$ cat config.mk
export PLATFORM = sky130hd
export DESIGN_NAME = count_display_scan
export DESIGN_NICKNAME = d
export VERILOG_FILES = /design/src/rtl/count_display_scan.sv
export SDC_FILE = /design/constraint.sdc
export NUM_CORES = 1
export LEC_CHECK = 0
export CELL_PAD_IN_SITES_DETAIL_PLACEMENT = 0
export CELL_PAD_IN_SITES_GLOBAL_PLACEMENT = 1
export CORE_MARGIN = 1
export CORE_UTILIZATION = 48
export CTS_CLUSTER_DIAMETER = 60
export DETAILED_ROUTE_END_ITERATION = 7
export GPL_TIMING_DRIVEN = 0
export PLACE_DENSITY = 0.93
export REMOVE_ABC_BUFFERS = 1
export SLEW_MARGIN = 20
export SYNTH_ARGS = -nofsm -noshare
export SYNTH_HDL_FRONTEND = slang
export SYNTH_SLANG_ARGS = --single-unit
$ cat constraint.sdc
create_clock -name clk -period 3 [get_ports clk]
set_clock_uncertainty 0.15 [all_clocks]
set_input_delay 0.6 -clock clk [delete_from_list [all_inputs] [get_ports clk]]
set_output_delay 0.6 -clock clk [all_outputs]
set_load 0.01 [all_outputs]
$ cat src/rtl/count_display_scan.sv
// Two-digit common-anode seven-segment scanner for a 4-bit count (0-15).
// Captures count once per frame and inserts an all-off guard cycle at every digit switch.
module count_display_scan #(
  parameter int unsigned REFRESH_DIV   = 100000,
  parameter bit          BLANK_LEADING = 1'b1
) (
  input  logic       clk,
  input  logic       reset,
  input  logic [3:0] count,
  output logic [6:0] seg,
  output logic [1:0] an
);

  localparam int unsigned PW = $clog2(REFRESH_DIV);

  typedef enum logic {
    DIG_ONES = 1'b0,
    DIG_TENS = 1'b1
  } digit_t;

  logic [PW-1:0] prescale;
  digit_t        digit_sel;
  logic [3:0]    shown_val;

  logic          tick;
  logic          tens;
  logic [3:0]    ones;
  logic [3:0]    digit;
  logic [6:0]    lit_seg;
  logic [1:0]    lit_an;

  assign tick = (prescale == PW'(REFRESH_DIV - 1));
  assign tens = (shown_val >= 4'd10);
  assign ones = tens ? (shown_val - 4'd10) : shown_val;

  function automatic logic [6:0] enc(input logic [3:0] d);
    case (d)
      4'd0:    enc = 7'h40;
      4'd1:    enc = 7'h79;
      4'd2:    enc = 7'h24;
      4'd3:    enc = 7'h30;
      4'd4:    enc = 7'h19;
      4'd5:    enc = 7'h12;
      4'd6:    enc = 7'h02;
      4'd7:    enc = 7'h78;
      4'd8:    enc = 7'h00;
      4'd9:    enc = 7'h10;
      default: enc = 7'h7F;
    endcase
  endfunction

  // Output pattern for a lit (non-guard) cycle of the currently selected digit.
  always_comb begin
    lit_an = 2'b10;
    digit  = ones;
    if (digit_sel == DIG_TENS) begin
      lit_an = 2'b01;
      digit  = {3'b000, tens};
    end
    lit_seg = enc(digit);
    if (digit_sel == DIG_TENS && !tens && BLANK_LEADING) begin
      lit_an  = '1;
      lit_seg = '1;
    end
  end

  always_ff @(posedge clk or negedge reset) begin
    if (!reset) begin
      prescale  <= '0;
      digit_sel <= DIG_ONES;
      shown_val <= '0;
      an        <= '1;
      seg       <= '1;
    end else if (tick) begin
      prescale  <= '0;
      digit_sel <= (digit_sel == DIG_ONES) ? DIG_TENS : DIG_ONES;
      if (digit_sel == DIG_TENS)
        shown_val <= count;
      an        <= '1;
      seg       <= '1;
    end else begin
      prescale  <= prescale + PW'(1);
      an        <= lit_an;
      seg       <= lit_seg;
    end
  end

endmodule

# Yosys cells after proc, flatten, opt, wreduce, memory -nomap -nowiden
# Memory sizes are Yosys's and may differ from the RTL's.
# Cells that the tools add are included.
# W data, S select, Z words.
# classes
eq_ne,1
reduce_logical,3
bitwise,0
n_mul,0
shift,0
order_cmp,1
div_mod_pow,0
muxes,9
addsub,2
# op_table
operator,count
$add A17 B1 Y17 const B,1
$eq A17 B17 Y1 const B,1
$mux W17,1
$mux W7,2
$mux W4,2
$mux W2,3
$ge A4 B4 Y1 const B,1
$sub A4 B4 Y4 const B,1
$reduce_and A2 Y1,1
$logic_and A1 B1 Y1,1
$logic_not A1 Y1,1
$mux W1,1
# word_totals
output_inout_bits,9
n_memories,1
mem_bits_rw,0
regBits,31
inputBits,6
latchBits,0
mem_bits_ro,112
# mem_list
name,depth,width,read_ports,rd_ports_with_merged_regs,wr,line_no,text
(no name shown),16,7,1,0,0,37,case (d)

# Depth between registers and ports, before layout
# Gate-level depths: netlist (run 1).
# An unclocked memory read counts as a cell.
# depth
word_depth,6
ltp_mapped,7
ltp_nobuf,6

# Least setup slack after synthesis (run 1)
# Ideal clock, no wire load.
# synth_timing
kind,reg2reg
startpoint,reg shown_val[2]
endpoint,reg seg[4]
slack_ns,0.981
stages_incl_launch_ff,7
arrival_time_ns,1.785
path_cell_list,dfrtp_1 clkbuf_1 inv_1 ha_1 a211oi_1 nand3_1 a221o_1
# synth_via
elab_chain_cells,6
# synth_lines
item,line_no,text
start: declaration,23,logic [3:0] shown_val;
start signal: assignment,78,shown_val <= count;
$sub A4 B4 Y4 / $ge A4 B4 Y1 (equally long branches),"34, 33",
$mux W4,34,assign ones = tens ? (shown_val - 4'd10) : shown_val;
$mux W4,56,if (digit_sel == DIG_TENS) begin
$mem_v2 Z16 W7,-,
$mux W7 *,61,if (digit_sel == DIG_TENS && !tens && BLANK_LEADING) begin
$mux W7 *,74,end else if (tick) begin
end signal: assignment,84,seg <= lit_seg;
end: declaration,10,"output logic [6:0] seg,"
# Every way passes the cells marked *; elsewhere a longest branch is shown, timed or not.
# A chain may end at the register's enable or synchronous reset.

# Worst setup path in the final report (run 1)
# layout_timing
startpoint,reg prescale[11]
endpoint,reg prescale[10]
# layout_via
elab_chain_cells,2
# layout_lines
item,line_no,text
start: declaration,21,logic [PW-1:0] prescale;
start signal: assignment,82,prescale <= prescale + PW'(1);
$eq A17 B17 Y1,32,assign tick = (prescale == PW'(REFRESH_DIV - 1));
$mux W17,74,
# Every way passes these cells.

==> summary.md, run 1 <==
| Metric | Value |
|---|---|
| Die Y | `59.1 um` |
| Post-synth top area share | `between 30% and 40%` |
| Number of diodes | `0` |
| Die area | `about 3500 um^2` |
| Max-slew violations | `0` |
| Largest net degree at the start of global routing | `32` |
| Startpoint types | `register` |
| Routed vias/inst | `5.50` |
| I/O Buffers | `14` |
| Pwr Total | `0.000763 W` |
| GRT Overall Usage | `18.9%` |
| Seq/Total Area, Yosys | `50.4%` |
| Fin util | `58.2%` |
| Part of the cycle the worst path needs | `roughly 78%` |
| Slew headroom | `a little over 50%` |
| Area Overhead vs Synth | `14.6%` |
| VDD IR max | `230 uV` |
| Initial antenna violation count | `0` |
| Arr. time, crit path | `2420 ps` |
| Cell breakdown of the critical path | `or4b_4, nor4_4, o21ai_1, a21o_1` |
| Mapped cell area | `about 1600 um^2` |
| RSZ-0062 raised after global routing | `no` |
| Setup Viol. Count Final | `0` |
| WP buf/inv | `0` |
| Achievable Freq | `428 MHz` |
| Fin nets | `167` |
| WL per Instance | `around 14 um` |
| Met2 wire len | `1340 um` |
| Fin. Hold Viols | `0` |
| WL final | `2750 um` |
| Grt total ovfl | `0` |
| Hold_buf cts | `0` |
| Placed insts | `193` |
| Ratio of cells with drive above 1 in the final layout | `between 15 and 20%` |
| Setup Buffers After CTS | `0` |
| FF+latch count, synth | `31` |
| First-pass GRT wire length | `4760 um` |
| Routability cong. | `0.805` |
| Total CTS buffers | `5` |
| Lkg Pwr | `0.821 nW` |
| Post-route DRC | `0` |
| Post-route setup TNS | `0 ps` |
| H-tree depth | `2` |
| CP Class | `reg2reg` |
| Chip Width | `around 59 um` |
| Vias | `1105` |
| Cell family with most CP delay | `simple AND/OR/NAND/NOR gates` |
| Starting density of the core | `50.8%` |
| Synthesized instance count | `approximately 140` |
| Min-Delay Path Class | `in2async` |
| Core area | `between 3000 and 4000 um^2` |
| Average cell area after synthesis | `11.2 um^2` |
| Worst-margin pin slew | `736 ps` |
| Pwr/cell area | `426 nW/um^2` |
| First-pass DRT Iterations | `4` |
| Largest area contributor in the netlist | `dfrtp_1` |
| Outcome | `finished clean` |
| DP Wirelength | `2000 um` |
| DP Area | `1740 um^2` |
| Worst path slowest cell | `nor4_4` |
| Post-route ant nets | `0` |
| Max Cap Violations | `0` |
| TritonCTS clock tree | `done` |
| Row count | `20` |
| Root buffer cell | `clkbuf_4` |
| CP max FO | `13` |
| Cell area after layout | `between 1500 and 2000 um^2` |
| Fillers | `267` |
| Post-CTS resize count | `0` |
| Non-filler cells, final | `roughly 200` |
| Clk_lat worst skew | `330 ps` |
| Reg clk slew, reported paths | `approximately 100 ps` |
| WL met3 | `around 150 um` |
| Synth top area cells | `dfrtp_1 (35%), dfstp_2 (15%), ha_1 (4.0%)` |
| Minimum clock period | `2340 ps` |
| Required time of the critical path | `3080 ps` |
| Warnings from Yosys | `0` |
| Initial DRC count | `28` |
| Uppermost layer routed | `met4` |
| Critical Path Max Stage Delay | `710 ps` |
| Critical path capture point type | `register` |
| Netlist cell types | `42` |
| Number of global-route vias before repair | `1131` |
| Total clock sinks | `31` |
| M1 WL | `between 1000 and 1500 um` |
| Clk buf depth | `2` |
| Ports | `15` |
cells in the final DEF (no fill, tap or decap), drive strengths merged, types with 2 or more instances in the layout:
master	synthesis	final
nor2b	3	3
mux2i	2	2
xor2	7	7
o21ai	8	8
nand3	8	8
mux2	4	4
nor4	4	4
inv	7	7
nand2	4	4
dfstp	9	9
xnor2	7	7
a21oi	2	2
clkdlybuf4s50	0	13
clkbuf	1	7
ha	5	5
nor2	13	13
and4	3	3
a211oi	2	2
nand3b	3	3
nand4	6	6
dfrtp	22	22
power breakdown:
group	total (W)	switching, W	internal, W
sequential	0.000449	0.00000831	0.000440
combinational	0.0000836	0.0000410	0.0000426
clock	0.000231	0.000139	0.0000912
routing by layer:
layer	track usage, %	up-vias
li1	-	527
met1	22.1	543
met2	30.2	30
met3	6.99	5
met4	9.86	0
met5	0	-
area by class of cell:
cell class	instances	area (um^2)	share of cell area (%)
Clock buffer	7	45.0	2.52
Clock inverter	1	5.00	0.280
Inverter	7	26.3	1.47
Multi-Input combinational cell	97	737	41.2
Sequential cell	31	787	44.0
Tap cell	44	55.1	3.07
Timing Repair Buffer	14	135	7.55
through the flow:
stage          hold slack (ps)  setup slack, ps
5_1_grt                    180              499
3_3_place_gp               325              358
4_1_cts                    153              652
2_1_floorplan              154              728
3_5_place_dp               329              671
6_report                   132              663
cell usage after synthesis (all sizes together):
| cell | instances |
|---|---|
| a211o | 1 |
| a211oi | 2 |
| a21o | 1 |
| a21oi | 2 |
| a221o | 1 |
| a31o | 1 |
| and3 | 1 |
| and4 | 3 |
| buf | 3 |
| clkbuf | 1 |
| dfrtp | 22 |
| dfstp | 9 |
| ha | 5 |
| inv | 7 |
| mux2 | 4 |
| mux2i | 2 |
| nand2 | 4 |
| nand2b | 1 |
| nand3 | 8 |
| nand3b | 3 |
| nand4 | 6 |
| nand4bb | 1 |
| nor2 | 13 |
| nor2b | 3 |
| nor3 | 1 |
| nor3b | 1 |
| nor4 | 4 |
| o211a | 1 |
| o211ai | 1 |
| o21ai | 8 |
| o32ai | 1 |
| or2 | 1 |
| or2b | 1 |
| or4b | 1 |
| or4bb | 1 |
| xnor2 | 7 |
| xor2 | 7 |
logic make-up after synthesis:
kind of cell / count (synthesis) / synth area share, %
xor gates and xnor gates: 14 / 7.85
buffers and inverters: 11 / 3.04
AOI/OAI and AO/OA: 19 / 8.09
DFF: 31 / 50.4
and+or+nand+nor: 53 / 21.5
muxes: 6 / 5.12
adders and majority gates: 5 / 4.00
path summary, 6_finish.rpt:
path | start | end | slack (ps) | cells after the start
worst max-delay path | prescale[11] | prescale[10] | 660 | 4
worst min-delay path | reset | prescale[12] | 130 | 1
worst max register to register | prescale[11] | prescale[10] | 660 | 4
worst min register to register | prescale[0] | prescale[0] | 350 | 1
max in group asynchronous | reset | shown_val[1] | 2140 | 1
min in group clk | prescale[0] | prescale[0] | 350 | 1
state kept, by name, indices dropped and copies added (netlist names):
signal / flops
prescale: 17
seg: 7
shown_val: 4
an: 2
digit_sel: 1
(Power assumes the default switching activity.)
==> inputs of run 2 (changes only) <==
--- a/config.mk
+++ b/config.mk
@@ -8,11 +8,11 @@
 export CELL_PAD_IN_SITES_DETAIL_PLACEMENT = 0
 export CELL_PAD_IN_SITES_GLOBAL_PLACEMENT = 1
 export CORE_MARGIN = 1
-export CORE_UTILIZATION = 48
+export CORE_UTILIZATION = 45
 export CTS_CLUSTER_DIAMETER = 60
 export DETAILED_ROUTE_END_ITERATION = 7
 export GPL_TIMING_DRIVEN = 0
-export PLACE_DENSITY = 0.93
+export PLACE_DENSITY = 0.88
 export REMOVE_ABC_BUFFERS = 1
 export SLEW_MARGIN = 20
 export SYNTH_ARGS = -nofsm -noshare
==> constraint.sdc (replaced) <==
create_clock -name clk -period 2.3 [get_ports clk]
set_clock_uncertainty 0.15 [all_clocks]
set_input_delay 0.46 -clock clk [delete_from_list [all_inputs] [get_ports clk]]
set_output_delay 0.46 -clock clk [all_outputs]
set_load 0.01 [all_outputs]
==> run 2 against run 1 <==
Net effect:
- the flow now finishes with violations (negative hold slack)
- utilization shrank 3.6 points
- cell area grew 1.7%
- non-clock buffer count grew 3
- sequential cell count is the same
- setup slack lost 470 ps
- wire length shrank 3.6%
- via count shrank 1.4%
- global-route usage shrank 1.9 points
- maximum frequency grew 11%
- power grew 29%
- critical path type unchanged
- critical endpoint is now shown_val[2]
- largest cell class unchanged
==> summary.md, run 2 (synthesis gave the netlist of run 1 again) <==
| Metric | Value |
|---|---|
| Outcome | `finished with violations` |
| Failing checks | `negative hold slack` |
| Number of global-route vias before repair | `999 (-12%)` |
| Post-route ant nets | `0 (unchanged)` |
| Required time of the critical path | `2370 ps (-710 ps)` |
| Total clock sinks | `31 (unchanged)` |
| Vias | `1090 (-1.4%)` |
| CP max FO | `5 (-8)` |
| Post-route DRC | `0 (unchanged)` |
| WL per Instance | `12.9 um (-6.0%)` |
| VDD IR max | `315 uV (+37%)` |
| Worst-margin pin slew | `648 ps (-88.7 ps)` |
| Setup Viol. Count Final | `0 (unchanged)` |
| Achievable Freq | `474 MHz (+11%)` |
| Initial DRC count | `21 (-25%)` |
| TritonCTS clock tree | `done` |
| Grt total ovfl | `0 (unchanged)` |
| Minimum clock period | `2110 ps (-227 ps)` |
| First-pass DRT Iterations | `4 (unchanged)` |
| Min-Delay Path Class | `in2async` |
| Initial antenna violation count | `0 (unchanged)` |
| Critical path capture point type | `register` |
| Most frequent cells in the layout | `dfrtp_1 (22), nor2_1 (13), clkdlybuf4s50_1 (13)` |
| Ports | `15 (unchanged)` |
| Max-slew violations | `0 (unchanged)` |
| Part of the cycle the worst path needs | `91.8% (+14 points)` |
| RSZ-0062 raised after global routing | `no` |
| I/O Buffers | `14 (unchanged)` |
| Root buffer cell | `clkbuf_4` |
| Clk buf depth | `2 (unchanged)` |
| Startpoint types | `register` |
| WL final | `2650 um (-3.6%)` |
| Starting density of the core | `46.8% (-3.9 points)` |
| Fin nets | `170 (+1.8%)` |
| Total CTS buffers | `5 (unchanged)` |
| Number of diodes | `0 (unchanged)` |
| Pwr Total | `0.000986 W (+29%)` |
| Slew headroom | `56.8% (+6.3 points)` |
| Routed vias/inst | `5.29 (-3.8%)` |
| Commonest non-fill, non-tap cell in the layout | `dfrtp_1` |
| Area Overhead vs Synth | `16.5%` |
| GRT Overall Usage | `17.0% (-1.9 points)` |
| DP Wirelength | `1830 um (-8.5%)` |
| H-tree depth | `2 (unchanged)` |
| Die area | `3710 um^2 (+6.4%)` |
| Die Y | `60.9 um (+3.2%)` |
| Ratio of cells with drive above 1 in the final layout | `19.4% (+2.2 points)` |
| Core area | `3340 um^2 (+8.4%)` |
| WHS | `-6.05 ps (-138 ps)` |
| Clk_lat worst skew | `330 ps (about the same)` |
| CP Class | `reg2reg` |
| Cell breakdown of the critical path | `or4b_4, nor4_4, nand2_2, mux2_4` |
| Chip Width | `60.9 um (+3.2%)` |
| Top reg by flops | `prescale` |
| Row count | `21 (+5.0%)` |
| Cell family with most CP delay | `simple AND/OR/NAND/NOR gates` |
| WP buf/inv | `0 (unchanged)` |
| Setup WS post-layout | `189 ps (-473 ps)` |
| Arr. time, crit path | `2180 ps (-240 ps)` |
| DP Worst Slack | `-357 ps (-1030 ps)` |
| Critical Path Max Stage Delay | `580 ps (-130 ps)` |
| Fin. Hold Viols | `5 (+5)` |
| Max Cap Violations | `0 (unchanged)` |
| First-pass GRT wire length | `4410 um (-7.4%)` |
| Worst path slowest cell | `or4b_4` |
| Largest net degree at the start of global routing | `32 (unchanged)` |
| Routability cong. | `0.812 (+0.88%)` |
| Pwr/cell area | `542 nW/um^2 (+27%)` |
| Lkg Pwr | `0.839 nW (+2.1%)` |
| Largest registers | `prescale: 17 flops, seg: 7 flops, shown_val: 4 flops` |
| Reg clk slew, reported paths | `90 ps (about the same)` |
| Max FFs per register | `17 (unchanged)` |
## run 2: worst reg2reg max path, cell delays in order, from the launching register on
cell and delay (ps):
dfrtp_1 450, or4b_4 580, nor4_4 320, nand2_2 170, mux2_4 340
## run 2: per-stage QoR
stage / utilization, % / instances / setup TNS (ps) / area (um^2)
finish: 54.6 / 206 / 0 / 1820
CTS: 54.4 / 206 / 0 / 1820
floorplan: - / 135 / 0 / 1540
detailed placement: 52.0 / 195 / -2230 / 1730
global placement: 52.1 / 195 / -1980 / 1740
global route: 54.6 / 206 / 0 / 1820
## run 2: path summary, 6_finish.rpt
| check | end | slack, ps | cells after the start | start |
|---|---|---|---|---|
| setup / recovery | shown_val[2] | 190 | 4 | prescale[11] |
| hold / removal | prescale[6] | -6 | 1 | reset |
| min in group clk | prescale[0] | 340 | 1 | prescale[0] |
| hold reg to reg | prescale[0] | 340 | 1 | prescale[0] |
| setup reg to reg | shown_val[2] | 190 | 4 | prescale[11] |
| max in group asynchronous | prescale[15] | 1580 | 1 | reset |
## run 2: power by group
part	total [W]	internal [W]	leakage [nW]	switching [W]
clock network	0.000294	0.000119	0.0293	0.000176
registers	0.000584	0.000574	0.378	0.0000102
logic	0.000107	0.0000561	0.432	0.0000510
## run 2: area by class of cell
class                      count  area [um^2]
clock inverter                 1         5.00
clock buffer                   7         45.0
sequential                    31          787
timing repair buffer          17          158
tap                           46         57.6
multi-input combinational     97          742
fill                         316         1520
inverter                       7         26.3
## run 2: routing by layer
metal  share of wire [%]  global-route usage [%]
met5                   0                       0
met4                 2.8                    9.74
met3                 2.6                    4.48
met2                  47                    26.2
met1                  48                    21.7
## run 2: repair_timing
item	in CTS	in global routing
pin swaps	1	0
hold buffers	0	0
setup endpoints to repair	13	1
resized for setup	1	1
setup buffers	3	0
